`src/rtl/ldpc_rx_fifo.sv`:
```
// Receive-side FWFT buffer for decoded LDPC bytes with error flag, valid/ready drain.
// Define LDPC_RXF_STATS_EN to compile in the saturating frame/error counters.
module ldpc_rx_fifo #(
    parameter int DEPTH = 8,
    parameter int AW    = 3
) (
    input  logic          clk,
    input  logic          rst,
    input  logic          rx_done,
    input  logic [7:0]    message,
    input  logic [7:0]    syndrome,
    output logic          out_valid,
    input  logic          out_ready,
    output logic [7:0]    out_data,
    output logic          out_err,
    output logic [AW:0]   level,
    output logic          full,
    output logic          empty,
    output logic          overflow,
    input  logic          clr_stats,
    output logic [15:0]   frame_cnt,
    output logic [15:0]   err_cnt
);

    localparam logic [AW:0]   LVL_FULL = (AW + 1)'(DEPTH);
    localparam logic [AW:0]   LVL_ONE  = (AW + 1)'(1);
    localparam logic [AW-1:0] PTR_ONE  = AW'(1);

    logic          rx_done_q;
    logic [8:0]    mem [DEPTH];
    logic [AW-1:0] wr_ptr;
    logic [AW-1:0] rd_ptr;
    logic [AW:0]   level_q;
    logic          overflow_q;
    logic          capture;
    logic          pop;
    logic          push;
    logic          drop;
    logic          syn_err;

    assign syn_err   = |syndrome;
    assign capture   = rx_done & ~rx_done_q;
    assign full      = (level_q == LVL_FULL);
    assign empty     = (level_q == '0);
    assign out_valid = ~empty;
    assign pop       = out_valid & out_ready;
    // A full FIFO still accepts a frame when the head leaves in the same cycle.
    assign push      = capture & (~full | pop);
    assign drop      = capture & full & ~pop;

    assign level     = level_q;
    assign overflow  = overflow_q;
    assign out_data  = mem[rd_ptr][7:0];
    assign out_err   = mem[rd_ptr][8];

    always_ff @(posedge clk) begin
        if (push) begin
            mem[wr_ptr] <= {syn_err, message};
        end
    end

    always_ff @(posedge clk or negedge rst) begin
        if (!rst) begin
            rx_done_q  <= 1'b1;
            wr_ptr     <= '0;
            rd_ptr     <= '0;
            level_q    <= '0;
            overflow_q <= 1'b0;
        end else begin
            rx_done_q <= rx_done;
            if (push) begin
                wr_ptr <= wr_ptr + PTR_ONE;
            end
            if (pop) begin
                rd_ptr <= rd_ptr + PTR_ONE;
            end
            if (push && !pop) begin
                level_q <= level_q + LVL_ONE;
            end else if (pop && !push) begin
                level_q <= level_q - LVL_ONE;
            end
            if (clr_stats) begin
                overflow_q <= 1'b0;
            end else if (drop) begin
                overflow_q <= 1'b1;
            end
        end
    end

`ifdef LDPC_RXF_STATS_EN
    logic [15:0] frame_cnt_q;
    logic [15:0] err_cnt_q;

    always_ff @(posedge clk or negedge rst) begin
        if (!rst) begin
            frame_cnt_q <= '0;
            err_cnt_q   <= '0;
        end else if (clr_stats) begin
            frame_cnt_q <= '0;
            err_cnt_q   <= '0;
        end else if (capture) begin
            if (frame_cnt_q != 16'hFFFF) begin
                frame_cnt_q <= frame_cnt_q + 16'd1;
            end
            if (syn_err && (err_cnt_q != 16'hFFFF)) begin
                err_cnt_q <= err_cnt_q + 16'd1;
            end
        end
    end

    assign frame_cnt = frame_cnt_q;
    assign err_cnt   = err_cnt_q;
`else
    assign frame_cnt = 16'h0000;
    assign err_cnt   = 16'h0000;
`endif

endmodule

```
`config.mk`:
```
export PLATFORM = sky130hd
export DESIGN_NAME = ldpc_rx_fifo
export DESIGN_NICKNAME = d
export VERILOG_FILES = /design/src/rtl/ldpc_rx_fifo.sv
export SDC_FILE = /design/constraint.sdc
export NUM_CORES = 1
export LEC_CHECK = 0
export BUFFER_PORTS_ARGS = -buffer_cell sky130_fd_sc_hd__buf_2
export CORE_MARGIN = 1.5
export CORE_UTILIZATION = 59
export DETAILED_ROUTE_END_ITERATION = 8
export GPL_ROUTABILITY_DRIVEN = 0
export PLACE_DENSITY = 0.8
export SLEW_MARGIN = 20
export SYNTH_ARGS = -nofsm -noshare
export SYNTH_HDL_FRONTEND = slang
export SYNTH_SLANG_ARGS = --single-unit
```
`constraint.sdc`:
```
create_clock -name clk -period 6.37 [get_ports clk]
set_input_delay 0.3185 -clock clk [delete_from_list [all_inputs] [get_ports clk]]
set_output_delay 0.3185 -clock clk [all_outputs]
set_load 0.1 [all_outputs]
```
==> results.sh <==
export IMPL_maxSlewViolCount=0
export IMPL_synth_cell_type_count=38
export IMPL_grt_max_degree=21
export IMPL_drc=0
export IMPL_clock_sinks=84
export IMPL_hpwlAfterDp_um=4110
export IMPL_seq_area_frac_synth_pct=65.7
export IMPL_cts_buffers=9
export IMPL_clockBufferDepth=2
export IMPL_required_ns=6.05
export IMPL_cp_end_kind="output port"
export IMPL_globalRouteMet3Util_pct=4.29
export IMPL_instances_no_fill=332
export IMPL_cts_resized=0
export IMPL_htree_levels=3
export IMPL_grt_total_usage_pct=20.2
export IMPL_synth_seq_cells=84
export IMPL_synth_top_family_by_area="multiplexers"
export IMPL_yosys_warnings=0
export IMPL_synthAdderAreaFrac_pct=2.20
export IMPL_start_util_pct=62.2
export IMPL_period_share_pct=46.9
export IMPL_via_count=1881
export IMPL_rsz0062_at_grt="false"
export IMPL_async_flop_share_pct=14.3
export IMPL_grt_use_met1_pct=25.9
export IMPL_max_freq_ghz=0.335
export IMPL_synth_edf_count=72
export IMPL_synth_simple_area_share_pct=4.24
export IMPL_hold_viol=0
export IMPL_setup_violations=0
export IMPL_synth_top_area_share_pct=57.7
export IMPL_top_usage_layer="met2"
export IMPL_critical_path_class="reg -> out"
export IMPL_viasPerCell=5.67
export IMPL_num_rows=28
export IMPL_die_w_um=82.7
export IMPL_fin_worst_skew_ns=0.00400
export IMPL_drv_cap=0
export IMPL_hold_class="in -> reg"
export IMPL_whs_ns=0.0805
export IMPL_final_nets=280
export IMPL_grtUsageMet2_pct=33.8
export IMPL_syn_cell_area_sq_um=3750
export IMPL_ioPinCount=70
export IMPL_clk_pin_slew_ns=0.08
export IMPL_setup_worst_path_start_class="flop"
export IMPL_arrival_ns=2.67
export IMPL_synthMuxAreaShare_pct=16.2
export IMPL_synth_compound_area_share_pct=2.10
export IMPL_placed_cells=316
export IMPL_drtIter0Drc=89
export IMPL_ant_nets=0
export IMPL_drt_total_wl_um=6360
export IMPL_area_growth_pct=10.7
export IMPL_drtPass1Iterations=4
export IMPL_cts_tree="built"
export IMPL_ys_flop_type="edfxtp_1"
export IMPL_antenna_cells=0
export IMPL_grt_pass1_vias=1788
export IMPL_clock_latency_ns=0.34
export IMPL_syn_inst=209
export IMPL_clock_root_buffer="clkbuf_8"
export IMPL_path_max_fanout=20
export IMPL_outcome="complete, no violations"
export IMPL_drive_gt1_share_pct=30.7
export IMPL_synth_largest_area_cell="edfxtp_1"
export IMPL_overflow=0
export IMPL_antenna_found_initial=0
export IMPL_grt_pass1_wl_um=9300
export IMPL_maxSlewHeadroom_pct=27.7
export IMPL_die_h_um=82.7
export IMPL_die_area_sq_um=6840
export IMPL_wl_per_cell_um=19.2
export IMPL_yosys_top_cells_area="edfxtp_1 58%, mux4_1 9.8%, dfrtp_1 7.3%"
export IMPL_syn_avg_cell_area_sq_um=17.9
export IMPL_synthXorXnorAreaFrac_pct=1.40
export IMPL_tns_ns=0
export IMPL_portBuffers=37
export IMPL_core_area_sq_um=6030
export IMPL_period_needed_ns=2.99
export IMPL_worstMarginPinSlew_ns=1.08
==> Yosys cell counts (4+ instances only) <==
cell / number
buf_4: 32
dfrtp_1: 11
edfxtp_1: 72
ha_1: 5
inv_1: 5
mux2_2: 11
mux4_1: 14
mux4_2: 4
nand2_1: 5
nor3_1: 4
o211ai_1: 4
xnor2_1: 6
==> per-stage QoR <==
stage,util [%],worst slack (ns),area (sq um)
after floorplan,-,3.07,3860
after global placement,64.9,3.50,3910
after detailed placement,64.9,3.41,3910
after CTS,68.9,3.31,4150
after global routing,68.9,3.18,4150
final,68.9,3.38,4150
==> final timing paths <==
check                                       from  slack, ns                    end  cells after the start
max                        rd_ptr[0]$_DFFE_PN0N_       3.38            out_data[5]                      3
min                                      rx_done       0.08    rx_done_q$_DFF_PN1_                      1
max reg2reg                 level[0]$_DFFE_PN0P_       3.40   level[3]$_DFFE_PN0P_                      9
min reg2reg                 overflow$_DFFE_PN0P_       0.51   overflow$_DFFE_PN0P_                      2
max in group asynchronous                    rst       5.72    rx_done_q$_DFF_PN1_                      2
min in group asynchronous                    rst       0.38  wr_ptr[2]$_DFFE_PN0P_                      2
==> cell families after synthesis <==
family	Yosys count
compound gates	10
xor+xnor	6
fa+ha+maj	6
buf+inv	44
flops	84
mux	31
other cells	1
simple gates	27
==> area by class of cell <==
class,instances,area (sq um)
multi-input combinational,112,1130
clock buffer,9,124
timing repair buffer,41,218
sequential,84,2460
clock inverter,6,104
inverter,5,18.8
fill,374,1880
tap,75,93.8
==> layer usage <==
metal | share of wire [%] | wire length (um)
met1 | 40 | 2510
met5 | 0 | 0
met4 | 1.1 | 73
met3 | 5.7 | 365
met2 | 54 | 3410
==> sequential cells by signal, indices dropped and copies added, names as in the netlist <==
register and flops:
mem 72, rd_ptr 3, level 4, overflow 1
wr_ptr 3, rx_done_q 1
==> cell usage in the layout (no fill, tap or decap), drive strengths merged <==
master,Yosys,layout
fa,1,1
nor4b,1,1
nor3b,1,1
ha,5,5
buf,37,40
or4b,1,1
nand2b,1,1
o211ai,4,4
bufinv,0,3
nor2b,1,1
nor2,3,3
dfstp,1,1
nor3,4,4
a31oi,1,1
inv,5,5
edfxtp,72,72
or3,1,1
nand2,5,5
clkbuf,2,9
conb,1,32
nor4,3,3
or4,2,2
mux2,12,12
clkinv,0,3
mux4,18,18
dlygate4sd3,0,1
mux2i,1,1
a2111o,1,1
nand3,3,3
dfrtp,11,11
o21ai,2,2
a21oi,2,2
nand3b,1,1
xnor2,6,6
==> worst max-delay path, cell delays in order (launching register included) <==
cell and delay (ns):
dfrtp_1 1.06, mux4_1 0.67, mux2_2 0.29, buf_2 0.30
==> timing repair <==
action                    CTS  global route
buffers inserted            0             0
hold buffers                1             0
hold endpoints to repair   11             0
Power is not shown: default switching activity piles up to over one toggle a cycle in this logic, so the estimate is an artifact.
